$ cat src/rtl/data_memory_bank.sv
// data_memory_bank: parametrised data store with one byte-masked write port,
// two registered read ports with write-first forwarding, and a hardware
// zero-fill sequencer that sweeps the array after reset or on a clear request.
module data_memory_bank #(
  parameter int DATA_W = 16,
  parameter int ADDR_W = 5,
  parameter int DEPTH  = 32
) (
  input  logic                clk,
  input  logic                rst,
  input  logic                clear,
  output logic                ready,
  input  logic                we,
  input  logic [ADDR_W-1:0]   waddr,
  input  logic [DATA_W-1:0]   wdata,
  input  logic [DATA_W/8-1:0] wmask,
  input  logic                ra_en,
  input  logic [ADDR_W-1:0]   ra_addr,
  output logic [DATA_W-1:0]   ra_data,
  output logic                ra_valid,
  input  logic                rb_en,
  input  logic [ADDR_W-1:0]   rb_addr,
  output logic [DATA_W-1:0]   rb_data,
  output logic                rb_valid
);

  localparam int BYTES = DATA_W / 8;
  // Index width that exactly covers the array; addresses are range-checked
  // before they are truncated to this width.
  localparam int IDX_W = (DEPTH > 1) ? $clog2(DEPTH) : 1;
  // One extra bit so DEPTH == 2**ADDR_W still compares correctly.
  localparam logic [ADDR_W:0]   LIMIT = (ADDR_W + 1)'(DEPTH);
  localparam logic [ADDR_W-1:0] LAST  = ADDR_W'(DEPTH - 1);

  typedef enum logic {
    INIT,
    RUN
  } state_t;

  state_t state;
  state_t state_next;

  logic [ADDR_W-1:0] count;
  logic [ADDR_W-1:0] count_next;

  logic [DATA_W-1:0] mem [0:DEPTH-1];

  logic              run_ok;
  logic              w_in;
  logic              wr_ok;
  logic              a_in;
  logic              b_in;
  logic [IDX_W-1:0]  w_idx;
  logic [IDX_W-1:0]  a_idx;
  logic [IDX_W-1:0]  b_idx;
  logic [IDX_W-1:0]  c_idx;
  logic [DATA_W-1:0] wr_word;
  logic [DATA_W-1:0] a_word;
  logic [DATA_W-1:0] b_word;

  // Replace the bytes of old_word selected by mask with the matching bytes
  // of new_word; shared by the write path and both forwarding paths.
  function automatic logic [DATA_W-1:0] merge_bytes(
    input logic [DATA_W-1:0] old_word,
    input logic [DATA_W-1:0] new_word,
    input logic [BYTES-1:0]  mask
  );
    logic [DATA_W-1:0] result;
    result = old_word;
    for (int i = 0; i < BYTES; i++) begin
      if (mask[i]) begin
        result[8*i +: 8] = new_word[8*i +: 8];
      end
    end
    return result;
  endfunction

  // Accesses are only honoured in RUN and never in a cycle that starts a
  // clear sweep; out-of-range addresses never touch the array.
  assign run_ok = (state == RUN) && !clear;
  assign w_in   = ({1'b0, waddr} < LIMIT);
  assign a_in   = ({1'b0, ra_addr} < LIMIT);
  assign b_in   = ({1'b0, rb_addr} < LIMIT);
  assign wr_ok  = run_ok && we && w_in;

  assign w_idx  = waddr[IDX_W-1:0];
  assign a_idx  = ra_addr[IDX_W-1:0];
  assign b_idx  = rb_addr[IDX_W-1:0];
  assign c_idx  = count[IDX_W-1:0];

  assign ready  = (state == RUN);

  // State and sweep counter register; reset always restarts the sweep at 0.
  always_ff @(posedge clk) begin
    if (rst) begin
      state <= INIT;
      count <= '0;
    end else begin
      state <= state_next;
      count <= count_next;
    end
  end

  // Next-state logic: INIT walks the counter to DEPTH-1, RUN waits for clear.
  always_comb begin
    state_next = state;
    count_next = count;
    unique case (state)
      INIT: begin
        if (count == LAST) begin
          state_next = RUN;
          count_next = '0;
        end else begin
          count_next = count + 1'b1;
        end
      end
      RUN: begin
        if (clear) begin
          state_next = INIT;
          count_next = '0;
        end
      end
      default: begin
        state_next = INIT;
        count_next = '0;
      end
    endcase
  end

  // Masked write is done as read-modify-write of the whole word.
  always_comb begin
    wr_word = '0;
    if (wr_ok) begin
      wr_word = merge_bytes(mem[w_idx], wdata, wmask);
    end
  end

  // Array update: zero-fill one word per cycle in INIT, masked write in RUN.
  always_ff @(posedge clk) begin
    if (!rst) begin
      if (state == INIT) begin
        mem[c_idx] <= '0;
      end else if (wr_ok) begin
        mem[w_idx] <= wr_word;
      end
    end
  end

  // Port A read word, with the same-cycle write forwarded into it.
  always_comb begin
    a_word = '0;
    if (a_in) begin
      a_word = mem[a_idx];
      if (wr_ok && (waddr == ra_addr)) begin
        a_word = merge_bytes(a_word, wdata, wmask);
      end
    end
  end

  // Port B read word, identical to port A.
  always_comb begin
    b_word = '0;
    if (b_in) begin
      b_word = mem[b_idx];
      if (wr_ok && (waddr == rb_addr)) begin
        b_word = merge_bytes(b_word, wdata, wmask);
      end
    end
  end

  // Port A output register: data holds when no read is accepted.
  always_ff @(posedge clk) begin
    if (rst) begin
      ra_data  <= '0;
      ra_valid <= 1'b0;
    end else begin
      ra_valid <= run_ok && ra_en;
      if (run_ok && ra_en) begin
        ra_data <= a_word;
      end
    end
  end

  // Port B output register: data holds when no read is accepted.
  always_ff @(posedge clk) begin
    if (rst) begin
      rb_data  <= '0;
      rb_valid <= 1'b0;
    end else begin
      rb_valid <= run_ok && rb_en;
      if (run_ok && rb_en) begin
        rb_data <= b_word;
      end
    end
  end

endmodule

$ cat config.mk
export PLATFORM = sky130hd
export DESIGN_NAME = data_memory_bank
export DESIGN_NICKNAME = d
export VERILOG_FILES = /design/src/rtl/data_memory_bank.sv
export SDC_FILE = /design/constraint.sdc
export NUM_CORES = 1
export LEC_CHECK = 0
export BUFFER_PORTS_ARGS = -buffer_cell sky130_fd_sc_hd__clkbuf_2
export CELL_PAD_IN_SITES_DETAIL_PLACEMENT = 0
export CELL_PAD_IN_SITES_GLOBAL_PLACEMENT = 2
export CORE_MARGIN = 1.5
export CORE_UTILIZATION = 48
export DETAILED_ROUTE_END_ITERATION = 8
export HOLD_SLACK_MARGIN = 0.02
export PLACE_DENSITY = 0.88
export SLEW_MARGIN = 20
export SYNTH_ARGS = -nofsm -noshare
export SYNTH_HDL_FRONTEND = slang
export SYNTH_SLANG_ARGS = --single-unit
$ cat constraint.sdc
create_clock -name clk -period 4.2 [get_ports clk]
set_input_delay 0.84 -clock clk [delete_from_list [all_inputs] [get_ports clk]]
set_output_delay 0.84 -clock clk [all_outputs]
set_load 0.05 [all_outputs]
==> metrics.md <==
| Metric | Value |
|---|---|
| Port Buffers | 73 |
| Post-route setup TNS | 0 ps |
| Worst Skew | 13.9 ps |
| DR vias | 16000 |
| Post-cts sizing count | 0 |
| Net Sw Frac | 21.9% |
| Final setup viols | 0 |
| Fraction of registers with async set or reset after synthesis | 0% |
| CTS HTree Levels | 2 |
| Worst setup EP type | flop |
| Post-Syn Nets | 1513 |
| Drc violations | 0 |
| Grt total ovfl | 0 |
| Worst Hold Slack | 561 ps |
| DR vias/cell | 6.79 |
| Syn avg cell area | 17.9 sq um |
| GRT Total Usage | 26.8% |
| Status | complete, no violations |
| Post-Synth Simple-Gate Area | 5.15% |
| Post-synthesis compound-gate area fraction | 5.97% |
| Die ar. | 0.0562 sq mm |
| Worst hold path depth | 2 |
| Syn. warnings | 0 |
| Hold Vio Cnt, Final | 0 |
| Register bit total from synthesis | 552 |
| Max-Cap Viols | 0 |
| Cell taking the most area after synthesis | edfxtp_1 |
| Detailed Route WL | 74100 um |
| CTS Buf Count | 56 |
| Maximum VDD drop | 334 uV |
| FP Rows | 85 |
| Critical Path Fanout Max | 19 |
| Setup Buffers After CTS | 0 |
| Comb power frac | 6.9% |
| Deepest clock path buffer count | 3 |
| XOR/XNOR Fraction of Synth Area | 0.362% |
| Clk Latency, worst-skew pair | 610 ps |
| Setup CP Type | in2reg |
| Highest Clock Rate | 342 MHz |
| Clock Sinks | 552 |
| ANT nets after route | 0 |
| Worst EP arrival | 3150 ps |
| Final period utilization | 69.6% |
| Power Dens Cells | 400 mW/mm^2 |
| R2R depth | 6 |
| Largest family of logic cells by synthesized area | multiplexers |
| Filler cell count | 4097 |
| Mapped Cells | 1472 |
| Synth top area share | 58.5% |
| Min Tclk post-route | 2920 ps |
| Share of cells above drive strength 1 | 31.1% |
| Post-Synth Adder-Cell Area | 0.0952% |
| Synth area leaders | edfxtp_1 59%, mux4_2 17%, mux4_1 4.0%, dfxtp_1 3.0%, mux2i_1 2.3% |
| Synthesis-to-layout area growth | 12.7% |
| CTS tree | built |
| Rel. slew slack | 29.9% |
| Hold Buf Count CTS | 0 |
| Dominant synthesized flop cell | edfxtp_1 |
| Wire per inst | 31.5 um |
| Die height | 237 um |
| Iter 0 DRT Violations | 2044 |
| First-pass GRT wire length | 109000 um |
| Multiplexer share of the synthesized area | 23.9% |
| Pre-antenna DRT Iters | 5 |
| Crit path launch type | primary input |
| Syn Std Cell Area | 0.0263 sq mm |
| Hold WC Path Type | reg2reg |
| Flop pwr share | 50.4% |
| Top-Level Pins | 74 |
| Clock power frac | 42.6% |
| Slew Limit Fails | 0 |
| Antenna violations before repair | 0 |
| Initial Util | 48.7% |
| Die X-Extent | 237 um |
| Worst-path clk slew | 60 ps |
| P_sw | 2590 uW |
| Sequential cell area fraction in the yosys report | 61.6% |
| CORE AREA | 0.0539 sq mm |
| Worst Path Required | 4430 ps |
| Pin count of the biggest net entering global routing | 64 |
| Post-DP HPWL | 48900 um |
| Number of synthesized flops with an enable pin | 512 |
| Synth unique cells | 70 |
| RSZ-0062 raised after global routing | false |
| Measured slew at the worst slew-check pin | 1050 ps |
| Nets | 1655 |
| Pleak | 0.00982 uW |
| Root Buffer | clkbuf_16 |
| P_int | 9240 uW |
| Vias in the first global route | 16000 |
| Placer Congestion | 0.873 |
cell families (layout without fill, tap and decap cells):
kind of cell / after synthesis / count (layout)
AND/OR/NAND/NOR: 274 / 274
other: 0 / 1
XOR/XNOR: 10 / 10
flip-flops: 552 / 552
multiplexers: 314 / 314
buffers and inverters: 112 / 295
adder cells (fa/ha/maj): 2 / 2
AO/OA/AOI/OAI: 208 / 208
layout by cell type, fill, tap and decap left out, drive strengths merged, types with 18 or more instances in the layout:
cell type  netlist  layout
nor2           124     124
a21oi           19      19
nand2           44      44
dfxtp           40      40
mux2i           60      60
a22oi           76      76
and2            18      18
clkbuf          40     134
nand3           20      20
mux4           237     237
edfxtp         512     512
buf             64     117
clkinv           1      23
per-stage QoR:
stage / setup WS (ps) / cells / area, sq um / power [uW] / utilization, %
after floorplan: 575 / 1472 / 26300 / 6660 / -
after global placement: 758 / 2251 / 27700 / 6890 / 51.5
after detailed placement: 721 / 2252 / 27800 / 6890 / 51.5
after CTS: 1300 / 2351 / 29600 / 11900 / 54.9
after global routing: 1170 / 2351 / 29600 / 12100 / 54.9
final: 1280 / 2352 / 29600 / 11800 / 54.9
final timing paths:
| kind | end | slack, ps | start |
|---|---|---|---|
| max | mem[28][0]$_DFFE_PP_ | 1280 | clear |
| min reg2reg | ra_data[15]$_SDFFE_PP0P_ | 560 | ra_data[15]$_SDFFE_PP0P_ |
| min | ra_data[15]$_SDFFE_PP0P_ | 560 | ra_data[15]$_SDFFE_PP0P_ |
| max reg2reg | mem[28][0]$_DFFE_PP_ | 1340 | ready$_SDFF_PP0_ |
synthesized netlist by cell type (3+ instances only):
master,n
edfxtp_1,512
mux4_2,194
nor2_1,123
a22oi_1,76
mux2i_1,60
nand2_1,44
dfxtp_1,40
mux4_1,40
clkbuf_1,34
buf_2,27
nand3_1,20
a21oi_1,19
and2_1,18
mux2_2,17
a221oi_1,14
o221ai_1,14
buf_4,13
o21ai_0,12
buf_6,11
a211oi_1,10
nand2b_1,10
nand4_1,10
nor2b_1,10
o211ai_1,10
a31oi_1,9
xor2_1,9
and4_1,7
nor3_1,7
o211a_1,7
a32oi_1,6
and3_1,6
buf_12,6
clkbuf_8,6
inv_1,6
o22ai_1,6
a311oi_1,5
buf_1,4
buf_8,3
mux4_4,3
worst max-delay path, stage by stage:
cell      delay, ps
clkbuf_2        120
nand3b_4        230
nor3_4          460
buf_12          220
mux2i_1         250
nand2_1         230
nor2_1          790
state kept, by name, summed over array words and instances, names as in the netlist:
| register | flops |
|---|---|
| c_idx | 5 |
| mem | 512 |
| ra_data | 16 |
| ra_valid | 1 |
| rb_data | 16 |
| rb_valid | 1 |
| ready | 1 |
layout make-up:
cell class              instances  area [sq um]  share of cell area (%)
diodes                          1          2.50                 0.00845
clock inverters                36           368                    1.24
flip-flops and latches        552         16200                    54.6
well taps                     696           871                    2.94
inverters                       8          30.0                   0.101
multi-input cells             808          9350                    31.6
clock buffers                  63          1470                    4.96
repair buffers                188          1340                    4.52
routing by layer:
| metal | global-route usage [%] | up-vias | share of wire, % |
|---|---|---|---|
| li1 | - | 6536 | - |
| met1 | 37.9 | 8329 | 40 |
| met2 | 41.6 | 975 | 47 |
| met3 | 6.89 | 125 | 11 |
| met4 | 6.92 | 0 | 2.5 |
| met5 | 0 | - | 0 |
power groups by stage:
stage	clock, uW	combinational, uW	sequential (uW)
2_1_floorplan	0	577	6080
3_3_place_gp	0	806	6080
3_5_place_dp	0	808	6090
4_1_cts	5080	812	5970
5_1_grt	5280	860	5970
6_report	5040	820	5970
No activity file was read; power rests on OpenSTA's default activity.
